==> src/rtl/simcell_pkg.sv <==
// Purpose : shared types and helpers for the simcell register-cell family.
// Latency : n/a (package only).
// Backpressure: n/a; contents are the mode enum, the mode decode and clog2.
package simcell_pkg;

    // One operation per rising clock edge.
    typedef enum logic [1:0] {
        MODE_RESET   = 2'd0,
        MODE_SCAN    = 2'd1,
        MODE_CAPTURE = 2'd2,
        MODE_HOLD    = 2'd3
    } mode_t;

    // Ceiling log2 for elaboration-time sizing.
    // Returns the number of bits needed to hold values 0..value-1.
    function automatic int clog2(input int value);
        int bits;
        bits = 0;
        while ((1 << bits) < value) begin
            bits = bits + 1;
        end
        return bits;
    endfunction

    // The priority between the controls lives here and nowhere else:
    // reset beats scan, scan beats capture, and capture beats hold.
    function automatic mode_t mode_of(input logic r, input logic se, input logic e);
        mode_t m;
        if (r) begin
            m = MODE_RESET;
        end else if (se) begin
            m = MODE_SCAN;
        end else if (e) begin
            m = MODE_CAPTURE;
        end else begin
            m = MODE_HOLD;
        end
        return m;
    endfunction

endpackage

==> src/rtl/simcell_dff_stage.sv <==
// Purpose : one WIDTH-bit stage of the simcell pipeline. It supports parallel capture and a serial scan shift.
// Latency : one C edge from D (capture) or SI (scan) to Q.
// Backpressure: none. The stage updates only in the mode decoded by the parent and holds otherwise.
//
// Ports:
//   C    - clock. Every update happens on the rising edge.
//   mode - decoded operation for this edge. All stages share it.
//   D    - parallel data in. This is the previous stage's Q, or the cell's D for stage 0.
//   SI   - serial data in. This is the previous stage's SO, or the cell's SI for stage 0.
//   Q    - stage contents.
//   SO   - serial data out, equal to the MSB of Q.
module simcell_dff_stage
    import simcell_pkg::*;
#(
    parameter int               WIDTH     = 8,
    parameter logic [WIDTH-1:0] RESET_VAL = '0
) (
    input  logic             C,
    input  mode_t            mode,
    input  logic [WIDTH-1:0] D,
    input  logic             SI,
    output logic [WIDTH-1:0] Q,
    output logic             SO
);

    logic [WIDTH-1:0] q_r;
    logic [WIDTH-1:0] shifted;

    // During a scan, bit i moves up to bit i+1 and SI enters at bit 0.
    // A one-bit stage simply takes SI.
    generate
        if (WIDTH == 1) begin : g_shift_narrow
            assign shifted = SI;
        end else begin : g_shift_wide
            assign shifted = {q_r[WIDTH-2:0], SI};
        end
    endgenerate

    always_ff @(posedge C) begin
        case (mode)
            MODE_RESET:   q_r <= RESET_VAL;
            MODE_SCAN:    q_r <= shifted;
            MODE_CAPTURE: q_r <= D;
            default:      q_r <= q_r;
        endcase
    end

    assign Q  = q_r;
    assign SO = q_r[WIDTH-1];

endmodule

==> src/rtl/simcell_dff_pipe.sv <==
// Purpose : STAGES-deep, WIDTH-bit DFF pipeline. It has synchronous reset to RESET_VAL, a clock enable, a full-chain scan, and fill tracking.
// Latency : Q shows D after exactly STAGES enabled edges. Edges with E low stretch this latency without losing data.
// Backpressure: none. E=0 freezes all state, and the only status is V (pipeline full of captured data).
//
// Ports:
//   C  - clock. All state updates happen on the rising edge.
//   R  - synchronous active-high reset. It has the highest priority.
//   E  - capture/advance enable.
//   SE - scan enable. Scan beats capture.
//   SI - scan data in. It enters bit 0 of stage 0.
//   D  - parallel data in.
//   Q  - contents of the last stage.
//   SO - scan data out, equal to the MSB of the last stage.
//   V  - high once STAGES captures have happened since the last reset.
module simcell_dff_pipe
    import simcell_pkg::*;
#(
    parameter int               WIDTH     = 8,
    parameter int               STAGES    = 3,
    parameter logic [WIDTH-1:0] RESET_VAL = '0
) (
    input  logic             C,
    input  logic             R,
    input  logic             E,
    input  logic             SE,
    input  logic             SI,
    input  logic [WIDTH-1:0] D,
    output logic [WIDTH-1:0] Q,
    output logic             SO,
    output logic             V
);

    // A zero-depth or zero-width cell has no meaningful netlist mapping, so refuse to build one.
    generate
        if (STAGES < 1) begin : g_bad_stages
            $error("simcell_dff_pipe: STAGES must be >= 1");
        end
        if (WIDTH < 1) begin : g_bad_width
            $error("simcell_dff_pipe: WIDTH must be >= 1");
        end
    endgenerate

    localparam int                FILL_W   = clog2(STAGES + 1);
    localparam logic [FILL_W-1:0] FILL_MAX = FILL_W'(STAGES);

    mode_t             mode;
    logic [WIDTH-1:0]  stage_q  [STAGES];
    logic              stage_so [STAGES];
    logic [FILL_W-1:0] fill;

    assign mode = mode_of(R, SE, E);

    // The stages form a single chain. Stage 0 is fed from the cell inputs.
    // Each later stage takes the parallel output (Q) and the serial output (SO) of the stage before it.
    // This makes scan behave as one WIDTH*STAGES-bit shift register.
    generate
        for (genvar k = 0; k < STAGES; k++) begin : g_stage
            if (k == 0) begin : g_head
                simcell_dff_stage #(
                    .WIDTH     (WIDTH),
                    .RESET_VAL (RESET_VAL)
                ) u_stage (
                    .C    (C),
                    .mode (mode),
                    .D    (D),
                    .SI   (SI),
                    .Q    (stage_q[k]),
                    .SO   (stage_so[k])
                );
            end else begin : g_body
                simcell_dff_stage #(
                    .WIDTH     (WIDTH),
                    .RESET_VAL (RESET_VAL)
                ) u_stage (
                    .C    (C),
                    .mode (mode),
                    .D    (stage_q[k-1]),
                    .SI   (stage_so[k-1]),
                    .Q    (stage_q[k]),
                    .SO   (stage_so[k])
                );
            end
        end
    endgenerate

    // Fill counts captures since reset and saturates at STAGES.
    // Scan leaves it alone. Scan moves bits without creating new captured words,
    // so V keeps describing the data that was captured before the scan.
    always_ff @(posedge C) begin
        case (mode)
            MODE_RESET: fill <= '0;
            MODE_CAPTURE: begin
                if (fill != FILL_MAX) begin
                    fill <= fill + 1'b1;
                end
            end
            default: fill <= fill;
        endcase
    end

    // All outputs come straight from state, so there is no path from D, SI, E or SE to them.
    assign Q  = stage_q[STAGES-1];
    assign SO = stage_so[STAGES-1];
    assign V  = (fill == FILL_MAX);

    // Unknown values on the controls would make the mode ambiguous. Flag them in simulation.
    a_ctrl_known: assert property (@(posedge C) !$isunknown({R, SE, E}));

endmodule

==> config.mk <==
export PLATFORM = sky130hd
export DESIGN_NAME = simcell_dff_pipe
export DESIGN_NICKNAME = d
export VERILOG_FILES = /design/src/rtl/simcell_pkg.sv /design/src/rtl/simcell_dff_stage.sv /design/src/rtl/simcell_dff_pipe.sv
export SDC_FILE = /design/constraint.sdc
export NUM_CORES = 1
export LEC_CHECK = 0
export ABC_AREA = 1
export BUFFER_PORTS_ARGS = -buffer_cell sky130_fd_sc_hd__buf_2
export CAP_MARGIN = 15
export CORE_UTILIZATION = 25
export DETAILED_ROUTE_END_ITERATION = 7
export PLACE_DENSITY = 0.47
export SYNTH_ARGS = -nofsm -noshare
export SYNTH_HDL_FRONTEND = slang
export SYNTH_SLANG_ARGS = --single-unit
==> constraint.sdc <==
create_clock -name C -period 2.56 [get_ports C]
set_input_delay 0.128 -clock C [delete_from_list [all_inputs] [get_ports C]]
set_output_delay 0.128 -clock C [all_outputs]
set_load 0.02 [all_outputs]
### Yosys cells after proc, flatten, opt, wreduce, memory -nomap -nowiden

Cells that the tools add are included.

* bits in registers: 26
* output and inout port bits: 10

* equality and inequality tests: 5
* mux-type cells: 8
* reduce and logical (&&, ||, !) cells: 4
* $add $sub $neg: 1

Operators by type and width (count)
* 8-bit case mux with 3 select lines: 3
* 2-bit two-way mux: 3
* 2-bit equality test (second input constant): 2
* 2-bit inequality test (second input constant): 2
* 2-bit case mux with 2 select lines: 1
* 3-bit nonzero test: 1
* 2-bit by 1-bit adder with 2-bit output (second input constant): 1
* 2-bit by 1-bit equality test with 1-bit output (second input constant): 1
* 2-bit zero test: 1
* 2-bit AND reduction: 1
* 2-bit nonzero test: 1
* 1-bit two-way mux: 1

### Depth between registers and ports, before layout

* word-level depth: 6
* depth in mapped cells: 5

### By module

Synthesis repeated with hierarchy kept, for this count alone.

* cells, all modules: 139
* area total of the unflattened synthesis: 1348.8 um^2

Modules (own cells, without submodules)
* simcell_dff_stage: cells each 42, seq. area each 240.2 um^2, area an instance 410.4 um^2, instances 3
* simcell_dff_pipe: cells each 13, seq. area each 60.1 um^2, area an instance 117.6 um^2, instances 1

### Worst setup path after synthesis

Ideal clock, no wire load.

* path type: input port to flip-flop
* start point: input R
* end point: register g_stage[0].g_head.u_stage.q_r[0], enable pin
* path slack: 1.263 ns
* data arrival time: 0.872 ns
* stages: 3
* required time: 2.135 ns
* setup time: 0.425 ns
* cell sequence: nor2_4 -> buf_4 -> nand2_1

* longest elaborated chain between the ends: 3
* elaborated cells between the ends (all ways): 5
* those cells by class: eq/ne (2); mux (1); reduce/logical (2)

RTL lines
* start, declared: line simcell_dff_pipe.sv:23 `input logic R,`
* 2-bit two-way mux *: line simcell_pkg.sv:29 `if (r) begin`
* 2-bit by 1-bit equality test with 1-bit output, or another cell as far along: line simcell_dff_stage.sv:40 `case (mode)`
* 3-bit nonzero test (no source line) *
* end signal, assigned: line simcell_dff_stage.sv:42 `MODE_SCAN: q_r <= shifted;`
* end signal, assigned: line simcell_dff_stage.sv:44 `default: q_r <= q_r;`
* end, declared: line simcell_dff_stage.sv:26 `logic [WIDTH-1:0] q_r;`

Every way passes the cells marked *; elsewhere a longest branch is shown, timed or not.
A chain may end at the register's enable or synchronous reset.

### Worst setup path after layout

* start point: register fill[0]
* end point: register fill[1], enable pin

* longest elaborated chain between the ends: 3

RTL lines
* start, declared: line simcell_dff_pipe.sv:49 `logic [FILL_W-1:0] fill;`
* start signal, assigned: line simcell_dff_pipe.sv:94 `fill <= fill + 1'b1;`
* start signal, assigned: line simcell_dff_pipe.sv:97 `default: fill <= fill;`
* 2-bit inequality test: line simcell_dff_pipe.sv:93 `if (fill != FILL_MAX) begin`
* 2-bit inequality test (no source line)
* 2-bit AND reduction (no source line)

Every way passes these cells.

==> results.tsv <==
stage	metric	value	unit
run_status	status	finished clean	
synthesis	seq_area_frac_synth	63.7	%
routing	dr.max_layer_used	met4	
synthesis	synth_most_common_cell	nand2_1	
setup_path	path_class	reg -> reg	
clocking	worstSkewPairLatency	270	ps
global_routing	gr-total-overflow	0	
clocking	tritoncts	built	
sta	fin_crit	1220	ps
sta	final.period_utilization	47.5	%
sta	fmax	822	MHz
setup_path	cp.arrival	1170	ps
synthesis	netlist_instances	119	
routing	wl_met2	1.01	mm
final_layout	antenna_cells	0	
synthesis	synth_largest_area_cell	edfxtp_1	
synthesis	synth.distinct_cells	12	
place	post-place-ws	1150	ps
sta	tns	0	ps
min_path	hold_end	g_stage[0].g_head.u_stage.Q[0]$_DFFE_PP_	
routing	met1Wirelength	1.14	mm
final_layout	fin_nets	154	
synthesis	syn-num-nets	133	
routing	ant_nets	0	
job	maxCapViolations	0	
min_path	hp-class	in -> reg	
sta	drv_slew	0	
routing	wl_per_cell	11.3	um
sta	grt_setup_unrepaired	false	
synthesis	ys.flop_type	edfxtp_1	
setup_path	path_max_fanout	2	
sta	slew_headroom	61.8	%
routing	route.met3.wl	111	um
die	row_count	25	
die	die_w	72.0	um
clocking	cts.sinks	26	
clocking	numCtsBuffers	3	
routing	via_count	863	
setup_path	reg2reg_from	fill[0]$_SDFFCE_PP0P_	
clocking	ctsHoldBuffers	0	
clocking	cts-root-buf	clkbuf_8	
place	numPortBuffers	22	
clocking	path_clk_slew	90	ps
min_path	min_from	SI	
setup_path	end_kind	flip-flop	
synthesis	synth_edf_count	26	
clocking	cts_setup_buffers	0	
die	die_area	5190	um2
global_routing	grt.total_usage	9.35	%
synthesis	ys_seq_elements	26	
routing	drc	0	
die	coreArea	4720	um2
sta	finalSetupViolations	0	
global_routing	grt_first_pass_wirelength	3.66	mm
clocking	clockBufferDepth	2	
routing	routed_via_density	4.21	
synthesis	synth.top_cells.by_area	edfxtp_1, nand2_1, nand3_1, buf_4, buf_6	
sta	worstMarginPinSlew	571	ps
global_routing	grt_pass1_vias	817	
clocking	post_cts_resized	0	
min_path	min_path_cells	3	
synthesis	ys_warn_count	0	
setup_path	start_kind	flip-flop	
synthesis	postSynthAreaPerCell	10.3	um2
global_routing	grt_max_degree	27	
power_and_ir_drop	p_per_area	602	nW/um2
sta	skew	3.34	ps
sta	finalHoldViolCount	0	
sta	layout_setup_ws	1340	ps
die	start_util	26.0	%
setup_path	reg2reg_setup_slack	1340	ps
clocking	h-tree-depth	1	
place	dpl.hpwl	1.48	mm
place	place_congestion	0.686	
setup_path	reg2regPathDepth	2	
power_and_ir_drop	p_total	0.848	mW
die	io_pins	23	
power_and_ir_drop	irDropWorstVdd	0.190	mV
die	die_y	72.0	um
final_layout	fillers	526	
power_and_ir_drop	p_leak	0.669	nW
synthesis	mappedNetlistArea	1230	um2
setup_path	cp.required	2510	ps
global_routing	antenna_found_initial	0	
synthesis	yosys-top-cells-count	nand2_1, edfxtp_1, nand3_1, buf_4, inv_1	
routing	wirelength	2.32	mm
routing	first_pass_iters	4	
setup_path	r2r_end	fill[1]$_SDFFCE_PP0P_	
final_layout	postLayoutCoreUtil	29.8	%
final_layout	drive_above_1_share	21.7	%
final_layout	area_delta_synth_final	14.9	%
synthesis	synth_top_area_share	63.7	%
synthesis	async_flop_share	0	%
routing	drtIter0Drc	74	
## stage by stage
step | cell area (um2) | std cells | hold slack [ps]
CTS | 1410 | 205 | 128
global placement | 1370 | 202 | 409
finish | 1410 | 205 | 129
detailed placement | 1370 | 202 | 412
global route | 1410 | 205 | 139
floorplan | 1230 | 119 | 314
## worst max path at each step
stage                                      from                                       end  slack (ps)
final                     fill[0]$_SDFFCE_PP0P_                     fill[1]$_SDFFCE_PP0P_        1340
after global routing      fill[0]$_SDFFCE_PP0P_                     fill[1]$_SDFFCE_PP0P_        1280
after CTS                 fill[0]$_SDFFCE_PP0P_                     fill[1]$_SDFFCE_PP0P_        1340
after detailed placement                      R  g_stage[2].g_body.u_stage.Q[1]$_DFFE_PP_        1150
after global placement                        R  g_stage[2].g_body.u_stage.Q[0]$_DFFE_PP_        1180
after floorplan                               R  g_stage[0].g_head.u_stage.Q[0]$_DFFE_PP_        1260
## worst max-delay path: stages, from the launching register on
cell	delay, ps
edfxtp_1	400
ha_1	220
o21ai_0	280
## metal layers
layer | vias to the layer above | GRT usage (%)
li1 | 437 | -
met1 | 391 | 11.8
met2 | 31 | 15.0
met3 | 4 | 1.53
met4 | 0 | 5.88
met5 | - | 0
## cell usage in the layout (no fill, tap or decap), types with 2 or more instances in the layout
cell type,n
nor2_1,2
edfxtp_1,26
nand2_1,51
buf_2,22
nand3_1,24
inv_1,3
clkbuf_8,3
nor2_4,2
## area by class of cell
cell class              count  area, um2  share of cell area (%)
multi-input cells          82        370                    26.3
repair buffers             23        118                    8.35
well taps                  67       83.8                    5.95
inverters                   4       15.0                    1.07
clock buffers               3       41.3                    2.93
flip-flops and latches     26        781                    55.4
## state kept, by name (all words and copies together) (netlist names)
name,cells
fill,2
g_stage.g_body.u_stage.Q,16
g_stage.g_head.u_stage.Q,8
## power by group
group / switching, mW / internal (mW) / leakage [nW] / total, mW
combinational: 0.0609 / 0.0297 / 0.350 / 0.0906
sequential: 0.0178 / 0.507 / 0.297 / 0.525
clock: 0.127 / 0.105 / 0.0216 / 0.232
## cells by family (layout without fill, tap and decap cells)
kind of cell	after synthesis	count (layout)	share of synthesized area [%]
AND/OR/NAND/NOR	80	80	28.8
flip-flops	26	26	63.7
buffers and inverters	11	30	6.12
adder cells (fa/ha/maj)	1	1	1.02
AO/OA/AOI/OAI	1	1	0.408
(Power assumes the default switching activity.)
